`config.mk`:
```
export PLATFORM = sky130hd
export DESIGN_NAME = npc_fetch_sequencer_flat
export DESIGN_NICKNAME = d
export VERILOG_FILES = /design/src/rtl/npc_fetch_sequencer_pkg.sv /design/src/rtl/npc_fetch_sequencer_if.sv /design/src/rtl/npc_fetch_sequencer_fetch_skid_buf.sv /design/src/rtl/npc_fetch_sequencer.sv /design/src/flat_wrapper.sv
export SDC_FILE = /design/constraint.sdc
export NUM_CORES = 1
export LEC_CHECK = 0
export ABC_AREA = 1
export CAP_MARGIN = 0
export CORE_ASPECT_RATIO = 0.7
export CORE_MARGIN = 4
export CORE_UTILIZATION = 49
export CTS_BUF_LIST = sky130_fd_sc_hd__clkbuf_8 sky130_fd_sc_hd__clkbuf_16
export CTS_CLUSTER_DIAMETER = 60
export DETAILED_ROUTE_END_ITERATION = 10
export PLACE_DENSITY_LB_ADDON = 0.05
export SYNTH_ARGS = -nofsm -noshare
export SYNTH_HDL_FRONTEND = slang
export SYNTH_HIERARCHICAL = 1
export SYNTH_SLANG_ARGS = --single-unit
```
`constraint.sdc`:
```
create_clock -name clk -period 6.3 [get_ports clk]
set_clock_uncertainty 0.1 [all_clocks]
set_input_delay 0.63 -clock clk [delete_from_list [all_inputs] [get_ports clk]]
set_output_delay 0.63 -clock clk [all_outputs]
set_load 0.02 [all_outputs]
```
`src/rtl/npc_fetch_sequencer_pkg.sv`:
```
// Shared types and constants for the next-PC / instruction-fetch sequencer.
// Holds the fetch FSM state encoding, the NPC select codes and the reset PC.
package npc_fetch_sequencer_pkg;

  localparam int          INSTR_W          = 32;
  localparam logic [31:0] DEFAULT_RESET_PC = 32'h0000_3000;

  typedef enum logic [1:0] {
    IDLE,
    WAIT,
    FULL
  } fetch_state_e;

  // NPCSelect encoding shared with the ID-stage decoder that raises redirects.
  typedef enum logic [2:0] {
    NPC_PC4 = 3'b000,
    NPC_BR  = 3'b001,
    NPC_J   = 3'b010,
    NPC_JR  = 3'b011
  } npc_sel_e;

endpackage

```
`src/rtl/npc_fetch_sequencer_if.sv`:
```
// Instruction-memory request/acknowledge bus between the fetch sequencer and imem.
// The master issues req/addr and holds them until ack; the slave returns rdata with ack.
interface npc_fetch_sequencer_if #(
  parameter int ADDR_W = 32
);
  import npc_fetch_sequencer_pkg::*;

  logic               req;
  logic [ADDR_W-1:0]  addr;
  logic               ack;
  logic [INSTR_W-1:0] rdata;

  modport master (output req, addr, input ack, rdata);
  modport slave  (input req, addr, output ack, rdata);

endinterface

```
`src/rtl/npc_fetch_sequencer_fetch_skid_buf.sv`:
```
// One-entry {instr, pc} holding buffer that parks an acknowledged fetch
// while IF/ID is stalled; load captures, drop releases.
module npc_fetch_sequencer_fetch_skid_buf
  import npc_fetch_sequencer_pkg::*;
#(
  parameter int ADDR_W = 32
) (
  input  logic               clk,
  input  logic               rst_n,
  input  logic               load,
  input  logic               drop,
  input  logic [INSTR_W-1:0] instr_d,
  input  logic [ADDR_W-1:0]  pc_d,
  output logic               valid,
  output logic [INSTR_W-1:0] instr,
  output logic [ADDR_W-1:0]  pc
);

  always_ff @(posedge clk or negedge rst_n) begin
    if (!rst_n) begin
      valid <= 1'b0;
    end else if (load) begin
      valid <= 1'b1;
    end else if (drop) begin
      valid <= 1'b0;
    end
  end

  // NOTE: the payload is deliberately left without reset; it is only looked at while valid=1,
  // and valid itself is reset.
  always_ff @(posedge clk) begin
    if (load) begin
      instr <= instr_d;
      pc    <= pc_d;
    end
  end

endmodule

```
`src/rtl/npc_fetch_sequencer.sv`:
```
// PC register and instruction-fetch sequencer for the pipelined MIPS core: issues imem
// requests, applies ID-stage redirects after the branch delay slot, and feeds IF/ID under stall.
module npc_fetch_sequencer
  import npc_fetch_sequencer_pkg::*;
#(
  parameter int                ADDR_W   = 32,
  parameter logic [ADDR_W-1:0] RESET_PC = ADDR_W'(DEFAULT_RESET_PC)
) (
  input  logic                        clk,
  input  logic                        rst_n,
  input  logic                        stall_i,
  input  logic                        redirect_valid_i,
  input  logic [ADDR_W-1:0]           redirect_target_i,
  npc_fetch_sequencer_if.master       imem,
  output logic                        if_valid_o,
  output logic [INSTR_W-1:0]          instr_o,
  output logic [ADDR_W-1:0]           if_pc_o,
  output logic [ADDR_W-1:0]           pc_o
);

  fetch_state_e       state_q, state_d;
  logic [ADDR_W-1:0]  pc_q;
  logic [ADDR_W-1:0]  pend_t_q;
  logic               pend_v_q;
  logic [ADDR_W-1:0]  target;
  logic               fetch_done;

  logic               buf_load, buf_drop, buf_valid;
  logic [INSTR_W-1:0] buf_instr;
  logic [ADDR_W-1:0]  buf_pc;

  assign target     = redirect_target_i & ~ADDR_W'(3);
  assign fetch_done = (state_q == WAIT) && imem.ack;
  assign pc_o       = pc_q;

  // NOTE: state registers use non-blocking assignments so every flop samples pre-edge values.
  always_ff @(posedge clk or negedge rst_n) begin
    if (!rst_n) begin
      state_q <= IDLE;
    end else begin
      state_q <= state_d;
    end
  end

  // The fetch of pc is the delay slot: a redirect seen before its ack waits in pend_t until then.
  // With no fetch outstanding (IDLE/FULL) the delay slot is already fetched, so pc jumps at once.
  // A second redirect while one is pending would be a branch in a delay slot and is dropped.
  always_ff @(posedge clk or negedge rst_n) begin
    if (!rst_n) begin
      pc_q     <= RESET_PC;
      pend_v_q <= 1'b0;
      pend_t_q <= '0;
    end else if (fetch_done) begin
      pc_q     <= pend_v_q ? pend_t_q : (redirect_valid_i ? target : pc_q + ADDR_W'(4));
      pend_v_q <= 1'b0;
    end else if (redirect_valid_i && !pend_v_q) begin
      if (state_q == WAIT) begin
        pend_t_q <= target;
        pend_v_q <= 1'b1;
      end else begin
        pc_q <= target;
      end
    end
  end

  // NOTE: every output of this block gets a default first so no path can infer a latch.
  always_comb begin
    state_d    = state_q;
    imem.req   = 1'b0;
    imem.addr  = pc_q;
    if_valid_o = 1'b0;
    instr_o    = '0;
    if_pc_o    = '0;
    buf_load   = 1'b0;
    buf_drop   = 1'b0;
    case (state_q)
      IDLE: state_d = WAIT;
      WAIT: begin
        imem.req = 1'b1;
        if (imem.ack) begin
          // Ack data is offered straight through; IF/ID only takes it when not stalled.
          if_valid_o = 1'b1;
          instr_o    = imem.rdata;
          if_pc_o    = pc_q;
          if (stall_i) begin
            buf_load = 1'b1;
            state_d  = FULL;
          end
        end
      end
      FULL: begin
        if_valid_o = buf_valid;
        instr_o    = buf_instr;
        if_pc_o    = buf_pc;
        if (!stall_i) begin
          buf_drop = 1'b1;
          state_d  = WAIT;
        end
      end
      default: state_d = IDLE;
    endcase
  end

  npc_fetch_sequencer_fetch_skid_buf #(
    .ADDR_W (ADDR_W)
  ) u_skid_buf (
    .clk     (clk),
    .rst_n   (rst_n),
    .load    (buf_load),
    .drop    (buf_drop),
    .instr_d (imem.rdata),
    .pc_d    (pc_q),
    .valid   (buf_valid),
    .instr   (buf_instr),
    .pc      (buf_pc)
  );

endmodule

```
`src/flat_wrapper.sv`:
```
// flat-port wrapper written by rule: the top's interface ports become plain ports
module npc_fetch_sequencer_flat import npc_fetch_sequencer_pkg::*;
#(
  parameter int                ADDR_W   = 32,
  parameter logic [ADDR_W-1:0] RESET_PC = ADDR_W'(DEFAULT_RESET_PC)
)
  (clk, rst_n, stall_i, redirect_valid_i, redirect_target_i, if_valid_o, instr_o, if_pc_o, pc_o, imem_req, imem_addr, imem_ack, imem_rdata);
  npc_fetch_sequencer_if #(.ADDR_W(ADDR_W)) imem_i ();
  input  logic clk;
  input  logic rst_n;
  input  logic stall_i;
  input  logic redirect_valid_i;
  input  logic [ADDR_W-1:0] redirect_target_i;
  output logic if_valid_o;
  output logic [INSTR_W-1:0] instr_o;
  output logic [ADDR_W-1:0] if_pc_o;
  output logic [ADDR_W-1:0] pc_o;
  output wire logic [$bits(imem_i.req)-1:0] imem_req;
  output wire logic [$bits(imem_i.addr)-1:0] imem_addr;
  input wire logic [$bits(imem_i.ack)-1:0] imem_ack;
  input wire logic [$bits(imem_i.rdata)-1:0] imem_rdata;
  assign imem_req = imem_i.req;
  assign imem_addr = imem_i.addr;
  assign imem_i.ack = imem_ack;
  assign imem_i.rdata = imem_rdata;
  npc_fetch_sequencer #(.ADDR_W(ADDR_W), .RESET_PC(RESET_PC)) u_core (.clk(clk), .rst_n(rst_n), .stall_i(stall_i), .redirect_valid_i(redirect_valid_i), .redirect_target_i(redirect_target_i), .imem(imem_i), .if_valid_o(if_valid_o), .instr_o(instr_o), .if_pc_o(if_pc_o), .pc_o(pc_o));
endmodule
```
== Word-level counts from Yosys, hierarchy flattened ==
Index checks and enable logic that the tools add are counted.
W data, S select, Z words.
Word-level totals
  register bits after elaboration: 130
  logic and storage cells: 52
Cells by class
  $add $sub $neg: 1
  equal/unequal tests: 6
  mux-type cells: 26
  bitwise operators: 1
  reduce and logical (&&, ||, !) cells: 11
Operator list (number)
  $mux W32: 7
  $pmux W32 S2: 2
  $add A32 B3 Y32 const B: 1
  $mux W1: 12
  $mux W2: 3
  $ne A2 B2 Y1 const B: 3
  $pmux W2 S3: 1
  $reduce_and A3 Y1: 2
  $reduce_bool A2 Y1: 3
  $reduce_and A2 Y1: 2
  $eq A2 B1 Y1 const B: 1
  $eq A2 B2 Y1 const B: 1
  $logic_and A1 B1 Y1: 2
  $logic_not A2 Y1: 1
  $ne A2 B1 Y1 const B: 1
  $pmux W1 S2: 1
  $logic_not A1 Y1: 1
  $not A1 Y1: 1

== Longest topological paths before layout ==
  depth after elaboration: 4
  gate-level depth with buffers: 11
  mapped depth without buffers: 11

== Hierarchy ==
Netlist, hierarchy kept.
By module, submodules not included
  npc_fetch_sequencer: instances 1, cells each 800, area an instance 5336.4 um^2, sequential area each 1579.0 um^2
  npc_fetch_sequencer_fetch_skid_buf: instances 1, cells each 69, area an instance 1961.9 um^2, sequential area each 1946.9 um^2

== Worst setup path before layout ==
No wires, ideal clock.
  path kind: flip-flop to flip-flop
  start: reg u_core.state_q[1]
  end: reg u_core.state_q[1]
  setup time: 75 ps
  data arrival time: 4420 ps
  required time: 6125 ps
  setup slack: 1704 ps
  cell stages (with the launch flop): 7
  buffers on the path: 1
  cell sequence: dfrtp_1 -> inv_1 -> ha_1 -> nand2_4 -> buf_6 -> nor2_1 -> a22o_1
On the way
  cells in the longest elaborated chain, start to end: 3
  elaborated cells on any way between the ends: 8
  classes of those cells: 5 x eq/ne; 1 x mux; 2 x reduce/logical
Ends and longest elaborated chain
  start: declaration: line npc_fetch_sequencer.sv:21  | fetch_state_e state_q, state_d;
  start signal: assignment: line npc_fetch_sequencer.sv:41  | state_q <= state_d;
  $eq A2 B1 Y1 / $eq A2 B2 Y1 (equally long branches): line npc_fetch_sequencer.sv:76  | case (state_q)
  $ne A2 B2 Y1 (no source line)
  $reduce_and A3 Y1 (no source line)
Several ways; a longest one is shown, not always the timed one.
A chain may end at the register's enable or synchronous reset.

== Worst setup path after layout ==
  start: reg u_core.state_q[1]
  end: out if_pc_o[11]
On the way
  cells in the longest elaborated chain, start to end: 2
  elaborated cells on any way between the ends: 3
  classes of those cells: 2 x eq/ne; 1 x mux
Ends and longest elaborated chain
  $eq A2 B2 Y1 / $eq A2 B1 Y1 (equally long branches): line npc_fetch_sequencer.sv:76
  $pmux W32 S2 (*): line npc_fetch_sequencer.sv:76
  end: declaration: line flat_wrapper.sv:16  | output logic [ADDR_W-1:0] if_pc_o;
Every way passes the cells marked *; elsewhere a longest branch is shown, timed or not.

==> flow_summary.yaml <==
status:
  status: "finished, final reports clean"
drt:
  avgRoutedWirePerCell_um: 17.2
  viasPerCell: 5.39
  drtAntennaViolNets: 0
  drt_drc_violations_left: 0
  drtPass1Iterations: 5
  routed_wl_um: 21000
  drt_iter0_drc: 668
  vias: 6577
cells_and_area:
  post-route-util_pct: 66.0
  final_cell_mix: "238 x nand2_1, 191 x clkdlybuf4s50_1, 150 x nand3_1"
  area_growth_pct: 32.2
  drive_above_1_share_pct: 7.90
  multi_input_area_sq_um: 2990
  diodes: 0
  final.fill_count: 1284
  nets: 1086
  seq_area_sq_um: 3530
  mostFrequentLayoutCell: "nand2_1"
setup_path:
  cp.required_ps: 5570
  critical_path.max_stage_delay_ps: 650
  slowest_stage: "clkdlybuf4s50_1"
  critPathLaunchType: "flip-flop"
  worst-endpoint-arrival_ps: 3630
  crit_top_cell: "nand2_4"
  critPathKind: "reg -> out"
  critPathCaptureType: "output pin"
  worstPathMaxFanout: 57
  crit_chain: "inv_1 > ha_1 > nand2_4 > inv_4 > nand2_4 > o21ai_0 > clkdlybuf4s50_1"
logic_synthesis:
  syn_area_sq_um: 7300
  ys_ff_latch: 128
  ys_warn_count: 6
  synth_cell_type_count: 39
  syn_inst: 869
  synth_area_per_cell_sq_um: 8.40
  yosysSeqAreaShare_pct: 48.3
global_routing:
  gr-usage-all-layers_pct: 24.5
  grt_first_pass_wirelength_um: 32900
  grt_max_degree: 101
  grt_pass1_vias: 6022
  overflow: 0
  antenna_found_initial: 0
floorplan:
  die-area_sq_um: 16900
  die_width_um: 154
  core_sq_um: 14600
  start_util_pct: 49.9
  die_height_um: 110
  fp-row-count: 37
  ioPinCount: 199
timing:
  max_freq_mhz: 230
  grt_setup_unrepaired: "no"
  setup_viol: 0
  slew_viol_final: 0
  setup_tns_ps: 0
  finalCriticalPeriod_ps: 4360
  relSlewSlack_pct: 30.0
  fin_crit_sh_pct: 69.2
  worst_pin_slew_ps: 1050
  hold_violations: 0
clock_network:
  cts_tree: "done"
  clk_path_buf_depth: 2
  holdBufCountCts: 0
  insertion_delay_ps: 410
  cts.sink_count: 128
  postCtsSetupBuffers: 0
  root_buffer: "clkbuf_16"
  cts_made_buffers: 17
  cts.htree.levels: 4
  path_clk_slew_ps: 60
  cts_resized: 0
hold_path:
  hold_path.class: "in -> async"
place:
  routabilityCongestion: 0.878
  io_buffers: 192
  dp_hpwl_um: 13600
power:
  powerDensity_nw_per_um2: 508
  ir_worst_vdd_uv: 326
  cellLeakagePower_nw: 4.03
job:
  cap_violations: 0
==> critical path, delay by kind of cell (launching register included) <==
family / cells / cell delay, ps
AOI/OAI and AO/OA: 1 / 300
adders and majority gates: 1 / 430
buffers and inverters: 3 / 1370
DFF: 1 / 420
and+or+nand+nor: 2 / 660
==> worst paths after layout <==
path                                                     start                                  end  slack (ps)  depth (start not counted)
max                              u_core/state_q[1]$_DFFE_PN0P_                          if_pc_o[11]        1940                          7
min                                                      rst_n      u_core/pend_t_q[15]$_DFFE_PN0P_         310                          2
max reg2reg                      u_core/state_q[1]$_DFFE_PN0P_   u_core/u_skid_buf/pc[11]$_DFFE_PP_        3300                          5
min reg2reg                u_core/u_skid_buf/valid$_DFFE_PN0P_  u_core/u_skid_buf/valid$_DFFE_PN0P_         380                          2
max in group asynchronous                                rst_n        u_core/state_q[0]$_DFFE_PN0P_        5210                          2
min in group clk           u_core/u_skid_buf/valid$_DFFE_PN0P_  u_core/u_skid_buf/valid$_DFFE_PN0P_         380                          2
==> cells by family (layout without fill, tap and decap cells) <==
| group | count (synthesis) | after routing | synth area share (%) |
|---|---|---|---|
| buffers and inverters | 156 | 307 | 11.3 |
| AOI/OAI and AO/OA | 106 | 106 | 8.13 |
| xor gates and xnor gates | 3 | 3 | 0.360 |
| muxes | 16 | 16 | 2.98 |
| and+or+nand+nor | 454 | 454 | 28.0 |
| DFF | 128 | 128 | 48.3 |
| other | 1 | 6 | 0.0514 |
| adders and majority gates | 5 | 5 | 0.857 |
==> area by class of cell <==
type | instances | area share, %
clock buffers | 17 | 4.41
clock inverters | 15 | 2.24
inverters | 78 | 3.09
multi-input cells | 590 | 30.9
flip-flops and latches | 128 | 36.5
well taps | 195 | 2.53
repair buffers | 197 | 20.3
==> routing by layer <==
layer | GRT usage (%) | up-vias | wire length, um
li1 | - | 3157 | -
met1 | 37.1 | 3121 | 10100
met2 | 35.7 | 282 | 9050
met3 | 5.15 | 17 | 1710
met4 | 6.93 | 0 | 170
met5 | 0 | - | 0
==> registers in the layout (all words and copies together), names as in the netlist <==
register	count
u_core/imem.addr	30
u_core/u_skid_buf/pc	32
u_core/u_skid_buf/instr	32
u_core/state_q	2
u_core/pend_v_q	1
u_core/u_skid_buf/valid	1
u_core/pend_t_q	30
==> power breakdown <==
group          internal [mW]  switching, mW  total [mW]
Sequential              1.18          0.299        1.48
Clock                  0.701          0.384        1.08
Combinational          0.914           1.43        2.34
==> metrics by stage <==
step,hold WS [ps],cells,power (mW),instance area [sq um],worst slack (ps)
after detailed placement,362,1188,3.82,9010,2250
after CTS,342,1220,4.92,9650,1910
after floorplan,234,874,3.01,7320,1700
after global routing,390,1220,5.20,9650,1690
final,313,1220,4.90,9650,1940
after global placement,358,1188,3.79,9010,2290
==> cells in the mapped netlist (all sizes together) <==
library cell	instances	share of area [%]
a22o	1	0.12
nand3b	1	0.10
nor2	54	4.1
o31ai	1	0.10
mux2	16	3.0
xor2	3	0.36
conb	1	0.051
dfrtp	62	21
o211ai	3	0.31
buf	62	6.4
nand3	151	11
a221oi	9	1.1
ha	5	0.86
inv	78	4.1
nor3	1	0.069
a21oi	4	0.27
o21ai	81	5.6
dfstp	2	0.72
edfxtp	64	26
o22ai	7	0.69
nand2	244	13
and2	3	0.26
clkbuf	16	0.87
Note: power is estimated with default switching activity, not from simulation.
